**src/rtl/i2c_init.sv**
```systemverilog
// Write-only I2C sequencer: after reset, sends a fixed ROM as one write transaction to the codec.
// Optional I2C_INIT_DONE_EN adds a registered 'done' output that is high once the sequence has finished.
module i2c_init #(
  parameter int STARTUP_DELAY = 16,
  parameter int NUM_BYTES     = 23
) (
  input  logic clk,
  input  logic rst,
  output logic scl,
`ifdef I2C_INIT_DONE_EN
  output logic sda_out,
  output logic done
`else
  output logic sda_out
`endif
);
  localparam int IW = (NUM_BYTES > 1) ? $clog2(NUM_BYTES) : 1;
  localparam int DW = (STARTUP_DELAY > 1) ? $clog2(STARTUP_DELAY + 1) : 1;
  localparam logic [DW-1:0] DLY_LOAD = DW'(STARTUP_DELAY - 1);
  localparam logic [IW-1:0] LAST_IDX = IW'(NUM_BYTES - 1);

  typedef enum logic [2:0] {S_DELAY, S_START, S_BYTE, S_STOP, S_DONE} state_t;

  state_t          state, state_nxt;
  logic [DW-1:0]   dly, dly_nxt;
  logic [1:0]      qtr, qtr_nxt;
  logic [3:0]      bit_cnt, bit_nxt;
  logic [IW-1:0]   idx, idx_nxt;
  logic            scl_nxt, sda_nxt;
  logic [7:0]      cur_byte;
  logic            tx_bit;

  function automatic logic [7:0] rom(input logic [IW-1:0] i);
    case (int'(i))
      0:  rom = 8'h20;  1:  rom = 8'h00;  2:  rom = 8'h36;  3:  rom = 8'hAE;
      4:  rom = 8'h1C;  5:  rom = 8'h00;  6:  rom = 8'h22;  7:  rom = 8'h22;
      8:  rom = 8'h00;  9:  rom = 8'h00;  10: rom = 8'h22;  11: rom = 8'h22;
      12: rom = 8'h00;  13: rom = 8'h00;  14: rom = 8'h55;  15: rom = 8'h07;
      16: rom = 8'h0E;  17: rom = 8'h18;  18: rom = 8'h18;  19: rom = 8'h00;
      20: rom = 8'h00;  21: rom = 8'h04;  22: rom = 8'h0A;
      default: rom = 8'h00;
    endcase
  endfunction

  // Bit slot 8 is the ACK slot: SDA is released and the reply is ignored.
  assign cur_byte = rom(idx);
  assign tx_bit   = (bit_cnt == 4'd8) ? 1'b1 : cur_byte[3'(4'd7 - bit_cnt)];

  always_ff @(posedge clk) begin
    if (rst) begin
      state   <= S_DELAY;
      dly     <= DLY_LOAD;
      qtr     <= 2'd0;
      bit_cnt <= 4'd0;
      idx     <= '0;
      scl     <= 1'b1;
      sda_out <= 1'b1;
`ifdef I2C_INIT_DONE_EN
      done    <= 1'b0;
`endif
    end else begin
      state   <= state_nxt;
      dly     <= dly_nxt;
      qtr     <= qtr_nxt;
      bit_cnt <= bit_nxt;
      idx     <= idx_nxt;
      scl     <= scl_nxt;
      sda_out <= sda_nxt;
`ifdef I2C_INIT_DONE_EN
      done    <= (state == S_DONE);
`endif
    end
  end

  // The registers describe the cycle about to be emitted; outputs register that cycle's line values.
  always_comb begin
    state_nxt = state;
    dly_nxt   = dly;
    qtr_nxt   = qtr;
    bit_nxt   = bit_cnt;
    idx_nxt   = idx;
    scl_nxt   = 1'b1;
    sda_nxt   = 1'b1;
    case (state)
      S_DELAY: begin
        if (dly == '0) begin
          state_nxt = S_START;
          qtr_nxt   = 2'd0;
        end else begin
          dly_nxt = dly - DW'(1);
        end
      end
      S_START: begin
        sda_nxt = 1'b0;
        if (qtr == 2'd0) begin
          qtr_nxt = 2'd1;
        end else begin
          scl_nxt   = 1'b0;
          state_nxt = S_BYTE;
          qtr_nxt   = 2'd0;
          bit_nxt   = 4'd0;
          idx_nxt   = '0;
        end
      end
      S_BYTE: begin
        scl_nxt = (qtr == 2'd1) || (qtr == 2'd2);
        sda_nxt = tx_bit;
        qtr_nxt = qtr + 2'd1;
        if (qtr == 2'd3) begin
          if (bit_cnt == 4'd8) begin
            bit_nxt = 4'd0;
            if (idx == LAST_IDX) begin
              state_nxt = S_STOP;
              qtr_nxt   = 2'd0;
            end else begin
              idx_nxt = idx + IW'(1);
            end
          end else begin
            bit_nxt = bit_cnt + 4'd1;
          end
        end
      end
      S_STOP: begin
        scl_nxt = (qtr != 2'd0);
        sda_nxt = (qtr == 2'd2);
        qtr_nxt = qtr + 2'd1;
        if (qtr == 2'd2) begin
          state_nxt = S_DONE;
          qtr_nxt   = 2'd0;
        end
      end
      default: begin
        state_nxt = S_DONE;
      end
    endcase
  end
endmodule

```
**config.mk**
```make
export PLATFORM = sky130hd
export DESIGN_NAME = i2c_init
export DESIGN_NICKNAME = d
export VERILOG_FILES = /design/src/rtl/i2c_init.sv
export SDC_FILE = /design/constraint.sdc
export NUM_CORES = 1
export LEC_CHECK = 0
export BUFFER_PORTS_ARGS = -buffer_cell sky130_fd_sc_hd__buf_2
export CELL_PAD_IN_SITES_DETAIL_PLACEMENT = 1
export CELL_PAD_IN_SITES_GLOBAL_PLACEMENT = 2
export CORE_MARGIN = 5
export CORE_UTILIZATION = 35
export CTS_CLUSTER_SIZE = 20
export DETAILED_ROUTE_END_ITERATION = 10
export PLACE_DENSITY = 0.75
export SYNTH_ARGS = -nofsm -noshare
export SYNTH_HDL_FRONTEND = slang
export SYNTH_SLANG_ARGS = --single-unit
```
**constraint.sdc**
```tcl
create_clock -name clk -period 2.8 [get_ports clk]
set_clock_uncertainty 0.05 [all_clocks]
set_input_delay 0.14 -clock clk [delete_from_list [all_inputs] [get_ports clk]]
set_output_delay 0.14 -clock clk [all_outputs]
set_load 0.1 [all_outputs]
```
=== Word level (Yosys, flattened, before mapping) ===
Memories as Yosys holds them, arrays and structs flattened. A register that Yosys moved wholly into a read port is not among the register bits.
Index checks and enable logic that the tools add are counted.

* Flip-flop bits (word level): 21
* Latch bits: 0
* Memory bits (writable): 0
* Bits in read-only memories: 256
* Input bits: 2
* Output and inout bits: 2
* Word-level logic and storage cells: 73
* Memories kept: 1

{| class="wikitable"
|+ Memory list
! name !! words !! bits a word !! read ports !! clocked after memory_dff !! write ports !! RTL line !! text
|-
| (no name shown) || 32 || 8 || 1 || 1 || 0 || 34 || <nowiki>case (int'(i))</nowiki>
|}

* $add $sub $neg: 5
* Multiply operators: 0
* Divide/modulo/power cells: 0
* Magnitude comparators: 1
* Equality and inequality tests: 15
* Shift-type cells: 0
* Mux-type cells: 31
* Bitwise logic cells: 1
* Reductions and logical operators: 12

{| class="wikitable"
|+ Operator list
! operator !! count
|-
| $mux 5 || 6
|-
| $mux 3 || 6
|-
| $ne 2x2->1 const B || 7
|-
| $mux 4 || 3
|-
| $pmux 3 s4 || 1
|-
| $mux 2 || 5
|-
| $pmux 5 s2 || 1
|-
| $pmux 2 s4 || 1
|-
| $pmux 4 s2 || 1
|-
| $eq 3x2->1 const B || 2
|-
| $pmux 1 s3 || 2
|-
| $reduce_and 6->1 || 1
|-
| $add 5x1->5 const B || 1
|-
| $eq 5x5->1 const B || 1
|-
| $logic_not 5->1 || 1
|-
| $reduce_and 5->1 || 1
|-
| $sub 5x1->5 const B || 1
|-
| $add 4x1->4 const B || 1
|-
| $eq 2x2->1 const B || 2
|-
| $eq 4x4->1 const B || 1
|-
| $lt 3x4->1 const B || 1
|-
| $mux 1 || 4
|-
| $reduce_and 2->1 || 2
|-
| $reduce_bool 2->1 || 2
|-
| other kinds (11) || 11
|}

=== Depth between registers and ports, before layout ===
* Depth after elaboration: 7
* Gate-level depth with buffers: 11
* Depth with buffers taken out: 11

=== Least setup slack after synthesis ===
OpenSTA, ideal clock, no wires.

* Path kind: register -> register
* Start: register qtr[0]
* End: register, netlist name cur_byte[1]
* Setup time: 117 ps
* Arrival: 2,685 ps
* Required time: 2,633 ps
* Setup slack: -52 ps
* Stages on the path, launching flop included: 12
* Path buffers: 0
* Clock period less this slack: 2,852 ps
* Path through: dfxtp_1 > inv_1 > ha_1 > nor4b_4 > nor2_1 > or3_1 > a21oi_1 > inv_1 > ha_1 > a21boi_0 > o21bai_1 > a32o_1

* Word-level cells in the longest chain between the ends: 5
* Elaborated cells between the ends (all ways): 7
* Those cells by class: eq/ne: 3; mux: 2; reduce/logical: 2

{| class="wikitable"
|+ RTL lines
! element !! RTL line !! text
|-
| start: declaration || 26 || <nowiki>logic [1:0] qtr, qtr_nxt;</nowiki>
|-
| start signal: assignment || 64 || <nowiki>qtr <= qtr_nxt;</nowiki>
|-
| $eq 2x2->1 or $logic_not 2->1 (tied branches) || 109, 95 ||
|-
| $ne 2x2->1 (no line) || n/a ||
|-
| $reduce_and 5->1 (no line) (*) || n/a ||
|-
| $mux 5 (no line) (*) (2 in series) || n/a ||
|}

Mark *: on every way between the ends. The rest lies on a longest branch, timed or not.
A chain may end at the register's enable or synchronous reset.

=== Final worst setup path ===
* Start: register state[1]
* End: register, netlist name cur_byte[2]

* Word-level cells in the longest chain between the ends: 5
* Elaborated cells between the ends (all ways): 11
* Those cells by class: eq/ne: 6; mux: 3; reduce/logical: 2

{| class="wikitable"
|+ RTL lines
! element !! RTL line !! text
|-
| start: declaration || 24 || <nowiki>state_t state, state_nxt;</nowiki>
|-
| start signal: assignment || 62 || <nowiki>state <= state_nxt;</nowiki>
|-
| $eq 3x2->1 or $eq 3x1->1 (tied branches) || 84 || <nowiki>case (state)</nowiki>
|-
| $ne 2x2->1 (no line) or $reduce_bool 2->1 (tied branches) || n/a ||
|-
| $reduce_and 5->1 (no line) || n/a ||
|-
| $mux 5 (no line) (*) (2 in series) || n/a ||
|}

Marked as above.

==> impl_results.md <==
* Outcome: finished clean
* Final TNS setup at 0 ps
* GPL Wtd Cong at 0.785
* Site Rows at 25
* CP dominant cell by count: sky130_fd_sc_hd__buf_4
* Reported max-cap violation count at 0
* Family of cells with the greatest summed delay on the critical path: simple AND/OR/NAND/NOR gates
* CTS buffer count at 5
* WP buf/inv at 3
* Fraction of layout cells with a size suffix above 1 at around 19%
* Count of nets left with antenna violations after detail routing at 0
* Fraction of synthesized cell area in xor and xnor cells at roughly 3.9%
* Fill cell total of the finished layout at between 500 and 600
* Leakage power summed over all cells at 0.765 nW
* Worst-path cell with the longest stage delay: sky130_fd_sc_hd__or3b_2
* Arrival time at the worst endpoint at approximately 2800 ps
* Required @ worst endpoint at just under 3000 ps
* I/O pin count at 4
* Max-slew violation count at 0
* Number of nets produced by synthesis at between 200 and 250
* Width of the die at between 80 and 90 um
* Post-layout instance area at roughly 2100 sq um
* Instance area at placement at 1930 sq um
* Dominant cell by count in the synthesized netlist: sky130_fd_sc_hd__dfxtp_1
* Post-layout min period at 2700 ps
* CTS tree: built
* Worst path max stage delay at between 400 and 500 ps
* Maximum vdd drop at between 0.00015 and 0.0002 V
* Number of flops mapped to enable cells by yosys at 0
* Layout area overhead at 17.5%
* Final setup slack of the worst path at 101 ps
* HPWL after detailed placement at approximately 3500 um
* Max_slew headroom at 61.0%
* Fraction of synthesized area in multiplexers at between 6 and 7%
* Via count of the first global-routing pass at 1698
* Type of element capturing the critical path: register
* Worst Tran Pin Value at around 580 ps
* Fraction of the mapped netlist area in adder cells at under 10%
* Hold buffers post-CTS at 0
* Core box area at 4790 sq um
* Initial cell density of the core at between 30% and 40%
* Synth cell types at between 50 and 60
* Initial antenna violation count at 0
* Area share of the leading cell type in the synthesized netlist at about a third
* Area of the die at around 6500 sq um
* Count of H-tree levels built during CTS at 2
* Aggregate global-route resource usage at between 10% and 20%
* Pin count of the biggest net entering global routing at 20
* Number of instances in the synthesized netlist at 198
* Routed len/inst at approximately 16 um
* Cell area after technology mapping at around 1800 sq um
* Cell at the root of the clock tree: sky130_fd_sc_hd__clkbuf_8
* Quantity of I/O buffers inserted on ports at 3
* Leading cell types by total area after synthesis: sky130_fd_sc_hd__dfxtp_1 (33%), sky130_fd_sc_hd__ha_1 (10%), sky130_fd_sc_hd__inv_1 (3.4%), sky130_fd_sc_hd__nand2_1 (3.0%), sky130_fd_sc_hd__xnor2_1 (3.0%)
* CTS sink cnt at 29
* Maximum net fanout on the critical path at 6
* Insertion delay of the later-clocked pin in the worst-skew pair at between 200 and 300 ps
* Final number of setup-violating endpoints at 0
* Predominant post-synthesis flop cell: sky130_fd_sc_hd__dfxtp_1
* Clock slew at the register clock pins of the worst setup and hold paths at about 60 ps
* Startpoint-to-endpoint class of the critical path: register to register
* Final core utilization at 43.1%
* Die extent in y at between 80 and 90 um
* Combinational family with the most area after synthesis: simple AND/OR/NAND/NOR gates
* Fmax at 0.370 GHz
* Via Count at around 1500
* Number of vias per cell at approximately 5.4
* Async set or reset register ratio after synthesis at 0%
* Global-route wire length before repair at approximately 7900 um
* Final nets at between 200 and 250
* Reg2reg setup slack at ~100 ps
* Cell type with the largest total area after synthesis: sky130_fd_sc_hd__dfxtp_1
* Fraction of the cycle the final worst path needs at a little over nine tenths
* Number of DRC markers in iteration 0 at 29
* Hold Fails Final Rpt at 0
* Maximum buffer depth of the clock tree at 2
* Overall routed net length at about 4500 um
* RSZ-0062 raised after global routing: yes
* Warning count from the yosys run at 0
* Post-Place Worst Slack at -51.8 ps
* GRT overflow at 0
* Synth Area in Compound Gates at between 10% and 20%
* Ranking of synthesized cells by instance count: sky130_fd_sc_hd__dfxtp_1 (29), sky130_fd_sc_hd__inv_1 (16), sky130_fd_sc_hd__ha_1 (14), sky130_fd_sc_hd__nand2_1 (14), sky130_fd_sc_hd__nor2_1 (13)
* Sequential fraction of the synthesis area at roughly a third
* Power Density at around 480 nW/um^2
* Number of synthesized register bits at 29
* Simple-gate share of the synthesized area at between 20% and 30%
* Final routed DRC violation total at 0
* Average cell area after synthesis at roughly 8.9 sq um
* TritonRoute pass-1 iters at 4
* Element type at the critical path start: register
* Cell Chain, Critical Path: or3b_2 > a21oi_1 > or3_4 > a21oi_4 > buf_4 > buf_4 > buf_4 > ha_1 > and3_1 > o211ai_1 > o221ai_1
* Antenna diode count at 0
* Hold crit path type: primary input to register
worst register-to-register path: stages, from the launching register on:
cell                       delay [ps]
sky130_fd_sc_hd__dfxtp_1          440
sky130_fd_sc_hd__or3b_2           490
sky130_fd_sc_hd__a21oi_1          280
sky130_fd_sc_hd__or3_4            210
sky130_fd_sc_hd__a21oi_4           60
sky130_fd_sc_hd__buf_4            150
sky130_fd_sc_hd__buf_4            120
sky130_fd_sc_hd__buf_4            130
sky130_fd_sc_hd__ha_1             190
sky130_fd_sc_hd__and3_1           150
sky130_fd_sc_hd__o211ai_1         170
sky130_fd_sc_hd__o221ai_1         130
registers in the layout, indices dropped and copies added (netlist names):
name,cells
cur_byte,8
bit_cnt,4
scl,1
sda_out,1
dly,5
state,3
idx,5
qtr,2
cell families after synthesis:
kind of cell	after synthesis
and+or+nand+nor	67
buffers and inverters	23
DFF	29
adders and majority gates	14
muxes	8
AOI/OAI and AO/OA	50
xor gates and xnor gates	7
metal layers:
layer	GRT usage (%)	wire length, um	vias to the layer above	share of wire [%]
li1	-	-	749	-
met1	18.0	2050	743	45
met2	27.4	2270	19	50
met3	3.77	128	10	2.8
met4	5.07	76	0	1.7
met5	0	0	-	0
report_power, final:
group / internal (W) / total [W] / switching [W]
logic: 0.0000846 / 0.000200 / 0.000116
clock network: 0.000172 / 0.000328 / 0.000156
registers: 0.000443 / 0.000469 / 0.0000265
repair_timing:
action	4_1_cts	5_1_grt
pin swaps	1	3
buffers inserted	1	1
resized for setup	1	10
setup endpoints to repair	1	3
stage by stage:
stage               hold slack (ps)  total power (W)  std cells
floorplan                       358         0.000619        198
global placement                367         0.000659        274
detailed placement              392         0.000673        274
CTS                             190          0.00101        283
global route                    205          0.00105        284
finish                          188         0.000997        284
cell type report:
type | count | area (sq um) | area share [%]
Timing Repair Buffer | 18 | 128 | 6.19
Clock buffer | 6 | 72.6 | 3.52
Multi-Input combinational cell | 146 | 1120 | 54.5
Inverter | 16 | 60.1 | 2.91
Sequential cell | 29 | 586 | 28.4
Tap cell | 67 | 83.8 | 4.06
Clock inverter | 2 | 10.0 | 0.485
placed cells by master, fill, tap and decap left out, types with 3 or more instances in the layout:
| cell | instances |
|---|---|
| sky130_fd_sc_hd__inv_1 | 16 |
| sky130_fd_sc_hd__o211ai_1 | 4 |
| sky130_fd_sc_hd__or3_1 | 5 |
| sky130_fd_sc_hd__mux2i_1 | 5 |
| sky130_fd_sc_hd__o21ai_0 | 6 |
| sky130_fd_sc_hd__dfxtp_1 | 27 |
| sky130_fd_sc_hd__nand2b_1 | 5 |
| sky130_fd_sc_hd__buf_4 | 15 |
| sky130_fd_sc_hd__buf_2 | 3 |
| sky130_fd_sc_hd__a21oi_1 | 9 |
| sky130_fd_sc_hd__nor2_1 | 12 |
| sky130_fd_sc_hd__nor3_1 | 5 |
| sky130_fd_sc_hd__o21ai_1 | 4 |
| sky130_fd_sc_hd__a211oi_1 | 3 |
| sky130_fd_sc_hd__xnor2_1 | 6 |
| sky130_fd_sc_hd__nand2_1 | 14 |
| sky130_fd_sc_hd__nand4b_1 | 5 |
| sky130_fd_sc_hd__nor3b_1 | 3 |
| sky130_fd_sc_hd__clkbuf_8 | 5 |
| sky130_fd_sc_hd__ha_1 | 12 |
worst paths after layout:
check                        startpoint                     to  depth (start not counted)
setup / recovery  state[1]$_SDFFE_PP0P_    cur_byte[2]$_DFF_P_                         11
hold / removal                      rst  state[2]$_SDFFE_PP0P_                          2
setup reg to reg  state[1]$_SDFFE_PP0P_    cur_byte[2]$_DFF_P_                         11
hold reg to reg     dly[4]$_SDFFE_PP0P_    dly[4]$_SDFFE_PP0P_                          2
(Power assumes the default switching activity.)
